### config.mk
export PLATFORM = sky130hd
export DESIGN_NAME = i2c_block_sequencer_flat
export DESIGN_NICKNAME = d
export VERILOG_FILES = /design/src/rtl/i2c_pkg.sv /design/src/rtl/i2c_block_sequencer_if.sv /design/src/rtl/i2c_block_sequencer_gap_timer.sv /design/src/rtl/i2c_block_sequencer.sv /design/src/flat_wrapper.sv
export SDC_FILE = /design/constraint.sdc
export NUM_CORES = 1
export LEC_CHECK = 0
export CORE_AREA = 5 5 113 83
export CTS_BUF_LIST = sky130_fd_sc_hd__clkbuf_8
export DETAILED_ROUTE_END_ITERATION = 7
export DIE_AREA = 0 0 118 88
export GPL_TIMING_DRIVEN = 0
export PLACE_DENSITY = 0.93
export SLEW_MARGIN = 20
export SYNTH_ARGS = -nofsm -noshare
export SYNTH_HDL_FRONTEND = slang
export SYNTH_SLANG_ARGS = --single-unit
### constraint.sdc
create_clock -name i_clk -period 3.6 [get_ports i_clk]
set_input_delay 0.36 -clock i_clk [delete_from_list [all_inputs] [get_ports i_clk]]
set_output_delay 0.36 -clock i_clk [all_outputs]
set_load 0.02 [all_outputs]
### src/rtl/i2c_pkg.sv
// Shared constants and FSM encoding for the I2C EEPROM block sequencer.
package i2c_pkg;

    localparam logic [4:0]  MAX_LEN           = 5'd16;
    localparam int unsigned MAX_RETRY_DEFAULT = 3;
    localparam int unsigned WR_GAP_DEFAULT    = 100000;

    typedef enum logic [2:0] {
        StIdle,
        StFetch,
        StIssue,
        StWait,
        StDeliver,
        StGap,
        StFinish
    } state_e;

    function automatic logic [4:0] clamp_len(input logic [4:0] len);
        return (len > MAX_LEN) ? MAX_LEN : len;
    endfunction

endpackage

### src/rtl/i2c_block_sequencer_if.sv
// Request, data-stream, status and i2c_master signals of the block sequencer.
interface i2c_block_sequencer_if;

    logic       req_valid;
    logic       req_ready;
    logic       req_rw;
    logic [6:0] req_addr;
    logic [7:0] req_start;
    logic [4:0] req_len;

    logic [7:0] wr_data;
    logic       wr_valid;
    logic       wr_ready;

    logic [7:0] rd_data;
    logic       rd_valid;
    logic       rd_ready;

    logic       done;
    logic       fail;
    logic [4:0] bytes_done;

    logic       m_start;
    logic       m_rw;
    logic [6:0] m_addr;
    logic [7:0] m_byte_address;
    logic [7:0] m_din;
    logic [7:0] m_dout;
    logic       m_byte_done;
    logic       m_error;

    // Sequencer side.
    modport slave (
        input  req_valid, req_rw, req_addr, req_start, req_len,
        input  wr_data, wr_valid, rd_ready,
        input  m_dout, m_byte_done, m_error,
        output req_ready, wr_ready, rd_data, rd_valid, done, fail, bytes_done,
        output m_start, m_rw, m_addr, m_byte_address, m_din
    );

    // Requester / i2c_master side.
    modport master (
        output req_valid, req_rw, req_addr, req_start, req_len,
        output wr_data, wr_valid, rd_ready,
        output m_dout, m_byte_done, m_error,
        input  req_ready, wr_ready, rd_data, rd_valid, done, fail, bytes_done,
        input  m_start, m_rw, m_addr, m_byte_address, m_din
    );

endinterface

### src/rtl/i2c_block_sequencer_gap_timer.sv
// Down-counter that holds off the next write for the EEPROM write-cycle time.
module i2c_block_sequencer_gap_timer #(
    parameter int unsigned CYCLES = 1
) (
    input  logic i_clk,
    input  logic i_rst,
    input  logic i_load,
    input  logic i_count,
    output logic o_expire
);

    localparam logic [31:0] LoadVal = (CYCLES > 0) ? 32'(CYCLES - 1) : 32'd0;

    logic [31:0] r_cnt;

    always_ff @(posedge i_clk) begin
        if (i_rst) begin
            r_cnt <= '0;
        end else if (i_load) begin
            r_cnt <= LoadVal;
        end else if (i_count && (r_cnt != '0)) begin
            r_cnt <= r_cnt - 32'd1;
        end
    end

    assign o_expire = i_count && (r_cnt == '0);

endmodule

### src/rtl/i2c_block_sequencer.sv
// Splits a block read/write request into single-byte i2c_master transactions with retry.
module i2c_block_sequencer
    import i2c_pkg::*;
#(
    parameter int unsigned MAX_RETRY = MAX_RETRY_DEFAULT,
    parameter int unsigned WR_GAP    = WR_GAP_DEFAULT
) (
    input logic                   i_clk,
    input logic                   i_rst,
    i2c_block_sequencer_if.slave  io_bus
);

    state_e     r_state, w_state_d;
    logic       r_live;
    logic       r_rw, w_rw_d;
    logic [6:0] r_addr, w_addr_d;
    logic [7:0] r_byte_addr, w_byte_addr_d;
    logic [7:0] r_din, w_din_d;
    logic [7:0] r_rd_data, w_rd_data_d;
    logic [4:0] r_len, w_len_d;
    logic [4:0] r_bytes_done, w_bytes_done_d;
    logic [7:0] r_retry, w_retry_d;
    logic       r_fail, w_fail_d;

    logic       w_req_ready;
    logic       w_gap_load;
    logic       w_gap_expire;
    logic       w_advance;
    logic [4:0] w_bytes_inc;
    logic [4:0] w_req_len;

    // r_live keeps req_ready low until the first cycle after reset is released.
    assign w_req_ready = (r_state == StIdle) && r_live && !i_rst;
    assign w_bytes_inc = r_bytes_done + 5'd1;
    assign w_req_len   = clamp_len(io_bus.req_len);

    always_comb begin
        w_state_d      = r_state;
        w_rw_d         = r_rw;
        w_addr_d       = r_addr;
        w_byte_addr_d  = r_byte_addr;
        w_din_d        = r_din;
        w_rd_data_d    = r_rd_data;
        w_len_d        = r_len;
        w_bytes_done_d = r_bytes_done;
        w_retry_d      = r_retry;
        w_fail_d       = 1'b0;
        w_gap_load     = 1'b0;
        w_advance      = 1'b0;

        unique case (r_state)
            StIdle: begin
                if (io_bus.req_valid && w_req_ready) begin
                    w_rw_d         = io_bus.req_rw;
                    w_addr_d       = io_bus.req_addr;
                    w_byte_addr_d  = io_bus.req_start;
                    w_len_d        = w_req_len;
                    w_bytes_done_d = '0;
                    w_retry_d      = '0;
                    if (w_req_len == 5'd0) begin
                        w_state_d = StFinish;
                    end else if (io_bus.req_rw) begin
                        w_state_d = StIssue;
                    end else begin
                        w_state_d = StFetch;
                    end
                end
            end
            StFetch: begin
                if (io_bus.wr_valid) begin
                    w_din_d   = io_bus.wr_data;
                    w_state_d = StIssue;
                end
            end
            StIssue: w_state_d = StWait;
            StWait: begin
                // An error wins over a simultaneous byte_done.
                if (io_bus.m_error) begin
                    if (r_retry < 8'(MAX_RETRY)) begin
                        w_retry_d = r_retry + 8'd1;
                        w_state_d = StIssue;
                    end else begin
                        w_fail_d  = 1'b1;
                        w_state_d = StIdle;
                    end
                end else if (io_bus.m_byte_done) begin
                    if (r_rw) begin
                        w_rd_data_d = io_bus.m_dout;
                        w_state_d   = StDeliver;
                    end else begin
                        w_gap_load = 1'b1;
                        w_state_d  = StGap;
                    end
                end
            end
            StDeliver: w_advance = io_bus.rd_ready;
            StGap:     w_advance = w_gap_expire;
            StFinish:  w_state_d = StIdle;
            default:   w_state_d = StIdle;
        endcase

        if (w_advance) begin
            w_bytes_done_d = w_bytes_inc;
            w_retry_d      = '0;
            w_byte_addr_d  = r_byte_addr + 8'd1;
            if (w_bytes_inc == r_len) begin
                w_state_d = StFinish;
            end else if (r_rw) begin
                w_state_d = StIssue;
            end else begin
                w_state_d = StFetch;
            end
        end
    end

    always_ff @(posedge i_clk) begin
        if (i_rst) begin
            r_state      <= StIdle;
            r_live       <= 1'b0;
            r_rw         <= 1'b0;
            r_addr       <= '0;
            r_byte_addr  <= '0;
            r_din        <= '0;
            r_rd_data    <= '0;
            r_len        <= '0;
            r_bytes_done <= '0;
            r_retry      <= '0;
            r_fail       <= 1'b0;
        end else begin
            r_state      <= w_state_d;
            r_live       <= 1'b1;
            r_rw         <= w_rw_d;
            r_addr       <= w_addr_d;
            r_byte_addr  <= w_byte_addr_d;
            r_din        <= w_din_d;
            r_rd_data    <= w_rd_data_d;
            r_len        <= w_len_d;
            r_bytes_done <= w_bytes_done_d;
            r_retry      <= w_retry_d;
            r_fail       <= w_fail_d;
        end
    end

    i2c_block_sequencer_gap_timer #(
        .CYCLES (WR_GAP)
    ) u_gap_timer (
        .i_clk    (i_clk),
        .i_rst    (i_rst),
        .i_load   (w_gap_load),
        .i_count  (r_state == StGap),
        .o_expire (w_gap_expire)
    );

    assign io_bus.req_ready      = w_req_ready;
    assign io_bus.wr_ready       = (r_state == StFetch) && !i_rst;
    assign io_bus.rd_valid       = (r_state == StDeliver) && !i_rst;
    assign io_bus.rd_data        = r_rd_data;
    assign io_bus.done           = (r_state == StFinish) && !i_rst;
    assign io_bus.fail           = r_fail;
    assign io_bus.bytes_done     = r_bytes_done;
    assign io_bus.m_start        = (r_state == StIssue) && !i_rst;
    assign io_bus.m_rw           = r_rw;
    assign io_bus.m_addr         = r_addr;
    assign io_bus.m_byte_address = r_byte_addr;
    assign io_bus.m_din          = r_din;

endmodule

### src/flat_wrapper.sv
// flat-port wrapper written by rule: the top's interface ports become plain ports
module i2c_block_sequencer_flat import i2c_pkg::*;
#(
    parameter int unsigned MAX_RETRY = MAX_RETRY_DEFAULT,
    parameter int unsigned WR_GAP    = WR_GAP_DEFAULT
)
  (i_clk, i_rst, io_bus_req_valid, io_bus_req_rw, io_bus_req_addr, io_bus_req_start, io_bus_req_len, io_bus_wr_data, io_bus_wr_valid, io_bus_rd_ready, io_bus_m_dout, io_bus_m_byte_done, io_bus_m_error, io_bus_req_ready, io_bus_wr_ready, io_bus_rd_data, io_bus_rd_valid, io_bus_done, io_bus_fail, io_bus_bytes_done, io_bus_m_start, io_bus_m_rw, io_bus_m_addr, io_bus_m_byte_address, io_bus_m_din);
  i2c_block_sequencer_if io_bus_i ();
  input logic i_clk;
  input logic i_rst;
  input wire logic [$bits(io_bus_i.req_valid)-1:0] io_bus_req_valid;
  input wire logic [$bits(io_bus_i.req_rw)-1:0] io_bus_req_rw;
  input wire logic [$bits(io_bus_i.req_addr)-1:0] io_bus_req_addr;
  input wire logic [$bits(io_bus_i.req_start)-1:0] io_bus_req_start;
  input wire logic [$bits(io_bus_i.req_len)-1:0] io_bus_req_len;
  input wire logic [$bits(io_bus_i.wr_data)-1:0] io_bus_wr_data;
  input wire logic [$bits(io_bus_i.wr_valid)-1:0] io_bus_wr_valid;
  input wire logic [$bits(io_bus_i.rd_ready)-1:0] io_bus_rd_ready;
  input wire logic [$bits(io_bus_i.m_dout)-1:0] io_bus_m_dout;
  input wire logic [$bits(io_bus_i.m_byte_done)-1:0] io_bus_m_byte_done;
  input wire logic [$bits(io_bus_i.m_error)-1:0] io_bus_m_error;
  output wire logic [$bits(io_bus_i.req_ready)-1:0] io_bus_req_ready;
  output wire logic [$bits(io_bus_i.wr_ready)-1:0] io_bus_wr_ready;
  output wire logic [$bits(io_bus_i.rd_data)-1:0] io_bus_rd_data;
  output wire logic [$bits(io_bus_i.rd_valid)-1:0] io_bus_rd_valid;
  output wire logic [$bits(io_bus_i.done)-1:0] io_bus_done;
  output wire logic [$bits(io_bus_i.fail)-1:0] io_bus_fail;
  output wire logic [$bits(io_bus_i.bytes_done)-1:0] io_bus_bytes_done;
  output wire logic [$bits(io_bus_i.m_start)-1:0] io_bus_m_start;
  output wire logic [$bits(io_bus_i.m_rw)-1:0] io_bus_m_rw;
  output wire logic [$bits(io_bus_i.m_addr)-1:0] io_bus_m_addr;
  output wire logic [$bits(io_bus_i.m_byte_address)-1:0] io_bus_m_byte_address;
  output wire logic [$bits(io_bus_i.m_din)-1:0] io_bus_m_din;
  assign io_bus_i.req_valid = io_bus_req_valid;
  assign io_bus_i.req_rw = io_bus_req_rw;
  assign io_bus_i.req_addr = io_bus_req_addr;
  assign io_bus_i.req_start = io_bus_req_start;
  assign io_bus_i.req_len = io_bus_req_len;
  assign io_bus_i.wr_data = io_bus_wr_data;
  assign io_bus_i.wr_valid = io_bus_wr_valid;
  assign io_bus_i.rd_ready = io_bus_rd_ready;
  assign io_bus_i.m_dout = io_bus_m_dout;
  assign io_bus_i.m_byte_done = io_bus_m_byte_done;
  assign io_bus_i.m_error = io_bus_m_error;
  assign io_bus_req_ready = io_bus_i.req_ready;
  assign io_bus_wr_ready = io_bus_i.wr_ready;
  assign io_bus_rd_data = io_bus_i.rd_data;
  assign io_bus_rd_valid = io_bus_i.rd_valid;
  assign io_bus_done = io_bus_i.done;
  assign io_bus_fail = io_bus_i.fail;
  assign io_bus_bytes_done = io_bus_i.bytes_done;
  assign io_bus_m_start = io_bus_i.m_start;
  assign io_bus_m_rw = io_bus_i.m_rw;
  assign io_bus_m_addr = io_bus_i.m_addr;
  assign io_bus_m_byte_address = io_bus_i.m_byte_address;
  assign io_bus_m_din = io_bus_i.m_din;
  i2c_block_sequencer #(.MAX_RETRY(MAX_RETRY), .WR_GAP(WR_GAP)) u_core (.i_clk(i_clk), .i_rst(i_rst), .io_bus(io_bus_i));
endmodule
==> results.ini <==
[run_status]
status=complete, no violations

[worst_setup_path]
cp-end-kind=flop
cp-start-kind=flop
cp_max_fo=10
rr_worst_depth=7
cp.arrival_ps=3400
worstPathRequired_ps=3840
worstSetupPathType=reg2reg

[floorplanning]
die-area_mm2=0.0104
core_area_mm2=0.00820
core.rowCount=28
fp.dieH_um=88
dieWidth_um=118
ios=87
initial_core_util_pct=51.3

[logic_synthesis]
synth_common_cells=dfxtp_1 (87), nand2_1 (47), nor2_1 (36)
syn_inst=497
synth_xor_xnor_area_share_pct=2.50
synth_mux_area_share_pct=4.29
yosys.area_share.simple_pct=30.0
synth_cell_types=57
yosysMostFrequentCell=dfxtp_1
synth_flop_cell=dfxtp_1
ys_seq_area_share_pct=41.4
synth-seq-cells=87
synth_edf_count=0
synth_area_per_cell_um2=8.46
yosys_warnings=0
yosysTopAreaCell=dfxtp_1
synth_area_leaders=dfxtp_1 (41%), mux2i_1 (4.3%), nand2_1 (4.2%), nor2_1 (3.2%), a21oi_1 (3.1%)
netlist.area_leader.share_pct=41.4
syn-cell-area_mm2=0.00420
async_reset_ff_share_pct=0
synth_fp_nets=546
synth_fa_ha_area_share_pct=1.49
synth_compound_area_share_pct=16.6
synth_top_family_by_area=simple AND/OR/NAND/NOR gates

[pwr]
power_density_mw_per_mm2=449
finalPower_mw=2.43
ir_drop_v=0.000376
p_leak_nw=2.06

[final_layout]
multi_input_area_mm2=0.00231
final_nets=643
syn_to_final_growth_pct=28.7
seq_area_mm2=0.00174
drive_gt1_share_pct=6.34
fillers=670
insertedDiodeCount=0

[global_routing]
grt_pass1_wl_um=20700
grt.total_usage_pct=24.5
grt_overflow_total=0
first_global_vias=4319
grt_max_degree=15
antenna_found_initial=0

[cts]
clk_path_buf_depth=2
clk_latency_ps=370
postCtsHoldBufs=0
cts_setup_buffers=0
cts_buffers=9
cts_root_buffer=clkbuf_8
cts_tree=built
numClockSinks=87
post_cts_resized=0
path_clk_slew_ps=90
h-tree-depth=3

[hold_path]
hold_path_depth=2
min_path_type=reg2reg

[drt]
drtIter0Drc=375
ant_nets=0
wl_um=12600
drt_first_pass_iters=5
wire_per_inst_um=17.8
viasPerCell=6.23
dr_total_vias=4388
drc=0

[timing]
post-route-period-util_pct=87.7
rsz0062_at_grt=no
fin_crit_ps=3160
max_freq_mhz=317
finalMaxSlewViolations=0
setup_viol=0
worst-slew-pin-transition_ps=1060
slew_headroom_pct=28.7
hold_viol_final=0
clock_skew_ps=11.8
tns_ps=0

[run]
drv_cap=0

[placed_design]
gp_congestion=0.902
dpl.hpwl_um=9150
portBuffers=86

## metal layers
| layer | routed length [um] | track usage, % | part of all wire (%) | vias to the layer above |
|---|---|---|---|---|
| li1 | - | - | - | 2041 |
| met2 | 5660 | 39.2 | 45 | 216 |
| met4 | 263 | 9.69 | 2.1 | 0 |
| met1 | 5350 | 30.7 | 43 | 2097 |
| met5 | 0 | 0 | 0 | - |
| met3 | 1290 | 8.72 | 10 | 34 |
## layout make-up
class / count / share of cell area, %
Timing Repair Buffer: 86 / 15.9
Multi-Input combinational cell: 369 / 42.6
Clock buffer: 9 / 2.29
Inverter: 8 / 0.555
Buffer: 33 / 2.31
Clock inverter: 7 / 1.67
Sequential cell: 87 / 32.2
Tap cell: 105 / 2.43
## worst max-delay path, cell delays in order, from the launching register on
cell and delay (ps):
dfxtp_1 360, or4_1 650, or3_1 410, clkbuf_1 200, o31ai_2 550, clkbuf_1 470, o21ai_0 220, o311ai_0 180
## kinds of logic (layout without fill, tap and decap cells)
kind of cell | count (synthesis) | after routing
buffers and inverters | 41 | 143
AOI/OAI and AO/OA | 104 | 104
xor gates and xnor gates | 12 | 12
adders and majority gates | 5 | 5
and+or+nand+nor | 230 | 230
DFF | 87 | 87
muxes | 18 | 18
## per-stage QoR
stage	worst slack [ps]	hold slack (ps)	util (%)	std cells	area [um^2]
after floorplan	1010	423	-	497	4200
after global placement	736	432	63.4	688	5190
after detailed placement	628	435	63.4	688	5190
after CTS	588	449	66.0	704	5410
after global routing	360	473	66.0	704	5410
final	443	449	66.0	704	5410
## worst paths after layout
check	start	to	slack, ps
worst max-delay path	u_core.u_gap_timer.r_cnt[9]	u_core.io_bus.m_byte_address[4]	440
worst min-delay path	u_core.r_retry[2]	u_core.r_retry[2]	450
worst max register to register	u_core.u_gap_timer.r_cnt[9]	u_core.io_bus.m_byte_address[4]	440
worst min register to register	u_core.r_retry[2]	u_core.r_retry[2]	450
## state kept, by name (all words and copies together) (netlist names)
register	flops
u_core.u_gap_timer.r_cnt	32
u_core.io_bus.m_din	8
u_core.r_live	1
u_core.io_bus.m_addr	7
u_core.io_bus.rd_data	8
u_core.io_bus.fail	1
u_core.io_bus.m_byte_address	8
u_core.r_retry	8
u_core.r_len	5
u_core.io_bus.bytes_done	5
u_core.io_bus.m_rw	1
u_core.r_state	3
## where the power goes
part | switching [mW] | leakage, nW | internal, mW
Sequential | 0.0517 | 0.704 | 1.02
Combinational | 0.347 | 1.24 | 0.265
Clock | 0.359 | 0.116 | 0.387
## placed cells by master (no fill, tap or decap), drive strengths merged, types with 7 or more instances in the layout
master / n
dfxtp: 87
clkdlybuf4s50: 86
nand2: 47
clkbuf: 39
nor2: 36
a21oi: 26
nand3: 25
or4: 24
o21ai: 23
nor3: 19
mux2i: 18
or3: 16
inv: 10
nor4: 10
o31ai: 10
or2: 9
a31oi: 9
and3: 7
nor2b: 7
and2: 7
Power figures use the tool's default switching activity.
